[src/rtl/nco_pkg.sv]
// rtl/nco_pkg.sv - shared widths, quadrant codes, LFSR constants and slot helper for the serial NCO
package nco_pkg;

   localparam int ACC_W_DEF   = 20;
   localparam int ADDR_W_DEF  = 12;
   localparam int SLICE_W_DEF = 2;

   // Quadrant is the top two phase bits.
   typedef enum logic [1:0] {
      Q1 = 2'b00,
      Q2 = 2'b01,
      Q3 = 2'b10,
      Q4 = 2'b11
   } quad_e;

   // Prefixes placed above the folded fraction for the remapped quadrants.
   localparam logic [1:0] FOLD_Q2_HI = 2'b11;
   localparam logic [1:0] FOLD_Q3_HI = 2'b00;

   // Right-shifting Galois LFSR for x^16+x^14+x^13+x^11+1.
   localparam int          LFSR_W    = 16;
   localparam logic [15:0] LFSR_POLY = 16'hB400;
   localparam logic [15:0] LFSR_SEED = 16'hACE1;

   function automatic int nslot(input int addr_w, input int slice_w);
      return addr_w / slice_w;
   endfunction

endpackage

[src/rtl/nco_phase_fold.sv]
// rtl/nco_phase_fold.sv - combinational quadrant fold of a phase word into ROM address plus invert flag
//
// Ports:
//   phase  in   ACC_W   dithered/offset phase word
//   addr   out  ADDR_W  folded address (2 quadrant bits + fraction)
//   inv    out  1       sign-invert flag (quadrants 2 and 3)
module nco_phase_fold
   import nco_pkg::*;
#(
   parameter int ACC_W  = ACC_W_DEF,
   parameter int ADDR_W = ADDR_W_DEF
) (
   input  logic [ACC_W-1:0]  phase,
   output logic [ADDR_W-1:0] addr,
   output logic              inv
);

   quad_e             q;
   logic [ADDR_W-3:0] f;
   logic              unused_phase;

   assign q = quad_e'(phase[ACC_W-1 -: 2]);
   assign f = phase[ACC_W-3 -: ADDR_W-2];

   // Bits below the address field are truncated away.
   assign unused_phase = &{1'b0, phase};

   always_comb begin
      addr = phase[ACC_W-1 -: ADDR_W];
      case (q)
         Q2:      addr = {FOLD_Q2_HI, f};
         Q3:      addr = {FOLD_Q3_HI, f};
         default: addr = phase[ACC_W-1 -: ADDR_W];
      endcase
   end

   assign inv = phase[ACC_W-1] ^ phase[ACC_W-2];

endmodule

[src/rtl/phase_accumulator_ser.sv]
// rtl/phase_accumulator_ser.sv - frame-based NCO phase accumulator with serial folded-address output
//
// Optional build macro: PHASE_DITHER_EN adds a 16-bit LFSR dither into the sampled phase.
//
// Ports:
//   clk      in   1        clock
//   rst_n    in   1        synchronous active-low reset
//   En       in   1        run enable; low pauses without losing state
//   FCW      in   ACC_W    new frequency control word
//   FCW_ld   in   1        strobe: capture FCW into shadow
//   FCW_ack  out  1        pulse: shadow FCW has been applied
//   PHS      in   ACC_W    phase offset, sampled at each frame boundary
//   Vld      out  1        frame-boundary strobe
//   Aout     out  SLICE_W  serial address slice, LSB slice first
//   ISout    out  1        sign-invert flag for the current frame
module phase_accumulator_ser
   import nco_pkg::*;
#(
   parameter int ACC_W   = ACC_W_DEF,
   parameter int ADDR_W  = ADDR_W_DEF,
   parameter int SLICE_W = SLICE_W_DEF
) (
   input  logic               clk,
   input  logic               rst_n,
   input  logic               En,
   input  logic [ACC_W-1:0]   FCW,
   input  logic               FCW_ld,
   output logic               FCW_ack,
   input  logic [ACC_W-1:0]   PHS,
   output logic               Vld,
   output logic [SLICE_W-1:0] Aout,
   output logic               ISout
);

   localparam int NSLOT  = nslot(ADDR_W, SLICE_W);
   localparam int SLOT_W = $clog2(NSLOT + 1);
   localparam logic [SLOT_W-1:0] SLOT_LAST = SLOT_W'(NSLOT);
   localparam logic [SLOT_W-1:0] SLOT_RST  = SLOT_W'(NSLOT - 1);

   logic [SLOT_W-1:0] slot;
   logic [ACC_W-1:0]  acc;
   logic [ACC_W-1:0]  fcw_act;
   logic [ACC_W-1:0]  shadow;
   logic              pending;
   logic [ADDR_W-1:0] addr;
   logic              is_q;
   logic              ack_q;

   logic              frame_end;
   logic [ACC_W-1:0]  dith;
   logic [ACC_W-1:0]  phase;
   logic [ADDR_W-1:0] addr_nxt;
   logic              is_nxt;

   assign frame_end = En && (slot == SLOT_LAST);

`ifdef PHASE_DITHER_EN
   localparam int DITH_W = ((ACC_W - ADDR_W) < LFSR_W) ? (ACC_W - ADDR_W) : LFSR_W;

   logic [LFSR_W-1:0] lfsr;

   always_ff @(posedge clk) begin
      if (!rst_n) begin
         lfsr <= LFSR_SEED;
      end else if (frame_end) begin
         lfsr <= (lfsr >> 1) ^ (lfsr[0] ? LFSR_POLY : '0);
      end
   end

   // Only the sampled phase is dithered, never the accumulator.
   always_comb begin
      dith = '0;
      for (int i = 0; i < DITH_W; i++) begin
         dith[i] = lfsr[i];
      end
   end
`else
   assign dith = '0;
`endif

   assign phase = acc + PHS + dith;

   nco_phase_fold #(
      .ACC_W  (ACC_W),
      .ADDR_W (ADDR_W)
   ) u_fold (
      .phase (phase),
      .addr  (addr_nxt),
      .inv   (is_nxt)
   );

   always_ff @(posedge clk) begin
      if (!rst_n) begin
         slot    <= SLOT_RST;
         acc     <= '0;
         fcw_act <= '0;
         shadow  <= '0;
         pending <= 1'b0;
         addr    <= '0;
         is_q    <= 1'b0;
         ack_q   <= 1'b0;
      end else begin
         // ack_q is held while paused so the pulse is not lost across a pause.
         if (En) begin
            ack_q <= frame_end && pending;
            if (frame_end) begin
               slot <= '0;
               addr <= addr_nxt;
               is_q <= is_nxt;
               if (pending) begin
                  acc     <= acc + shadow;
                  fcw_act <= shadow;
                  pending <= 1'b0;
               end else begin
                  acc <= acc + fcw_act;
               end
            end else begin
               slot <= slot + SLOT_W'(1);
            end
         end
         // Placed last so a strobe coincident with the frame boundary re-arms pending.
         if (FCW_ld) begin
            shadow  <= FCW;
            pending <= 1'b1;
         end
      end
   end

   always_comb begin
      Aout = '0;
      if (En) begin
         for (int s = 0; s < NSLOT; s++) begin
            if (slot == SLOT_W'(s)) begin
               Aout = addr[s*SLICE_W +: SLICE_W];
            end
         end
      end
   end

   assign Vld     = frame_end;
   assign FCW_ack = ack_q && En;
   assign ISout   = is_q;

endmodule

[config.mk]
export PLATFORM = sky130hd
export DESIGN_NAME = phase_accumulator_ser
export DESIGN_NICKNAME = d
export VERILOG_FILES = /design/src/rtl/nco_pkg.sv /design/src/rtl/nco_phase_fold.sv /design/src/rtl/phase_accumulator_ser.sv
export SDC_FILE = /design/constraint.sdc
export NUM_CORES = 1
export LEC_CHECK = 0
export ABC_AREA = 1
export CAP_MARGIN = 5
export CORE_MARGIN = 2
export CORE_UTILIZATION = 35
export DETAILED_ROUTE_END_ITERATION = 8
export PLACE_DENSITY = 0.62
export SETUP_SLACK_MARGIN = 0.15
export SYNTH_ARGS = -nofsm -noshare
export SYNTH_HDL_FRONTEND = slang
export SYNTH_SLANG_ARGS = --single-unit
[constraint.sdc]
create_clock -name clk -period 2.73 [get_ports clk]
set_input_delay 0.273 -clock clk [delete_from_list [all_inputs] [get_ports clk]]
set_output_delay 0.273 -clock clk [all_outputs]
set_load 0.02 [all_outputs]
==> flow_metrics.py <==
metrics = {
    "clock_tree": {
        "root_buffer": "clkbuf_16",
        "cts_sinks": 77,
        "clkSlewWorstSetupHoldPaths_ns": 0.06,
        "cts_setup_buffers": 0,
        "ctsLongestPathBuffers": 2,
        "numCtsBuffers": 9,
        "htreeDepth": 3,
        "tritoncts": "yes",
        "cts_hold_buf": 0,
        "clock_latency_ns": 0.34,
    },
    "floorplan": {
        "fp.dieH_microns": 126,
        "die_x_microns": 126,
        "start_util": 0.359,
        "rows": 44,
        "core_sq_um": 14600,
        "num_io_pins": 49,
        "dieArea_sq_um": 16000,
    },
    "synthesis": {
        "post_synth_num_cell_types": 38,
        "synth.area.top_cells": "dfxtp_1 (29%), nand2_1 (12%), ha_1 (10%)",
        "synth.top_cell.area_share": 0.294,
        "synthCells": 800,
        "syn_avg_cell_area_sq_um": 6.55,
        "syn_area_sq_um": 5240,
        "syn_nets": 887,
        "yosysTopAreaCell": "dfxtp_1",
        "yosysSeqAreaShare": 0.294,
        "ys_seq_elements": 77,
        "yosysWarnings": 0,
    },
    "setup_path": {
        "path_delay_family": "compound AO/OA/AOI/OAI gates",
        "worstPathCellList": "buf_4 -> o21ai_0 -> ha_1 -> a21oi_1 -> nor2_1 -> nor2_1 -> o21ai_2 -> nand2_1 -> nand2_1 -> nand2_1 -> nand2_1 -> o21bai_1 -> inv_1",
        "cp.arrival_ns": 2.57,
        "path_buf_inv": 2,
        "cpMostUsedCell": "nand2_1",
        "reg2reg_slack_ns": 0.39,
        "cp.required_ns": 2.96,
        "cp-start-kind": "flop",
        "end_kind": "flop",
        "slowest_delay_ns": 0.36,
        "crit_slowest_cell": "ha_1",
        "cp_max_fo": 20,
        "worstSetupPathType": "flop to flop",
    },
    "layout": {
        "fin_area_sq_um": 6160,
        "n_antenna_cell": 0,
        "final_util": 0.422,
        "final_nets": 925,
        "stdcell_count": 1027,
        "fill_cells": 1540,
        "drive_gt1_frac": 0.0427,
        "area_growth_syn_to_layout_pct": 17.5,
        "final_common_cell": "nand2_1",
        "most-common-layout-cells": "nand2_1 (165), inv_1 (106), nor2_1 (90)",
    },
    "route": {
        "vias": 4907,
        "wl_per_cell_microns": 12.3,
        "wirelength_microns": 12600,
        "initialDrtViolationCount": 284,
        "drc_errors": 0,
        "ant_nets": 0,
        "dr.pass1.iters": 5,
        "via_per_inst": 4.78,
    },
    "sta": {
        "tightest_slew_ns": 0.675,
        "finalSetupViolCount": 0,
        "clock_skew_ns": 0.00748,
        "fin_tns_setup_ns": 0,
        "grt_setup_unrepaired": "no",
        "period_needed_ns": 2.34,
        "maxSlewHeadroom": 0.549,
        "fin_crit_sh": 0.859,
        "hold_viol_final": 0,
        "finalWorstSetupSlack_ns": 0.386,
        "maxSlewViolCount": 0,
        "fmax_ghz": 0.427,
        "whs_ns": 0.400,
    },
    "run_status": {
        "status": "completed",
    },
    "power_and_ir_drop": {
        "fin_total_pwr_mw": 2.77,
        "powerDensity_nw_per_um2": 449,
        "ir_worst_vdd_mv": 0.340,
        "power.leakage_nw": 2.98,
    },
    "placement": {
        "hpwl_microns": 9730,
        "port_buffers": 48,
        "place_area_sq_um": 5870,
        "placed_cells": 1011,
        "gp_congestion": 0.851,
        "place_ws_ns": 0.395,
    },
    "job": {
        "max_cap_violations": 0,
    },
    "hold_path": {
        "worst_hold_path_type": "input pin to flop",
    },
    "global_route": {
        "antenna_found_initial": 0,
        "grt_usage": 0.162,
        "grt_overflow": 0,
        "grt_max_degree": 44,
        "grt_pass1_vias": 4566,
        "grt_pass1_wl_microns": 21300,
    },
}
-- cells by family (layout without fill, tap and decap cells) --
logic type	Yosys count	after routing	synth area share
xor gates and xnor gates	17	17	0.0284
buffers and inverters	136	179	0.102
adders and majority gates	43	43	0.104
DFF	77	77	0.294
and+or+nand+nor	323	323	0.255
AOI/OAI and AO/OA	204	204	0.216
-- repair_timing --
item,in CTS,in global routing
gates cloned,0,0
endpoints found under the setup margin,2,2
gates resized for setup,2,3
-- sequential cells by signal, indices dropped and copies added (netlist names) --
register	flops
pending	1
acc	20
fcw_act	20
shadow	20
slot	3
addr	11
ack_q	1
ISout	1
-- Yosys cell counts (all sizes together) --
cell and count:
nand2 166, inv 108, o21ai 96, nor2 91, dfxtp 77, a21oi 70, nand3 46, ha 42
clkbuf 20, o21bai 15, xor2 13, buf 8, nor3 8, nand4 7, o21a 7, a21o 6
xnor2 4, o211ai 3, a211oi 2, a31oi 2, nand3b 2, nor4 2, o31ai 2, a21boi 1
and2 1, fa 1
-- power breakdown --
group | total [mW] | switching [mW] | internal, mW
registers | 1.20 | 0.0332 | 1.16
clock network | 1.18 | 0.469 | 0.710
logic | 0.389 | 0.223 | 0.166
total | 2.77 | 0.725 | 2.04
-- routing by layer --
| metal | vias to the layer above | GRT usage | routed length (microns) | share of wire |
|---|---|---|---|---|
| li1 | 2696 | - | - | - |
| met1 | 2123 | 0.236 | 6570 | 0.52 |
| met2 | 78 | 0.249 | 5400 | 0.43 |
| met3 | 10 | 0.0257 | 560 | 0.044 |
| met4 | 0 | 0.0420 | 112 | 0.0089 |
| met5 | - | 0 | 0 | 0 |
-- worst register-to-register path: stages (launching register included) --
cell and delay [ns]:
dfxtp_1 0.31, buf_4 0.18, o21ai_0 0.31, ha_1 0.36, a21oi_1 0.30, nor2_1 0.07
nor2_1 0.17, o21ai_2 0.10, nand2_1 0.08, nand2_1 0.08, nand2_1 0.07, nand2_1 0.04
o21bai_1 0.12, inv_1 0.04
-- worst paths after layout --
kind                               endpoint         from  depth (start not counted)
worst min register to register  fcw_act[13]  fcw_act[13]                          2
worst min-delay path                 acc[0]        rst_n                          3
worst max register to register      acc[13]      pending                         13
worst max-delay path                acc[13]      pending                         13
-- final cells by class --
| class | count | area (sq um) | area share |
|---|---|---|---|
| Timing Repair Buffer | 55 | 522 | 0.0847 |
| Sequential cell | 77 | 1540 | 0.250 |
| Tap cell | 184 | 230 | 0.0374 |
| Clock inverter | 5 | 61.3 | 0.00995 |
| Inverter | 108 | 405 | 0.0658 |
| Multi-Input combinational cell | 587 | 3170 | 0.514 |
| Clock buffer | 11 | 233 | 0.0378 |
(Power assumes the default switching activity.)
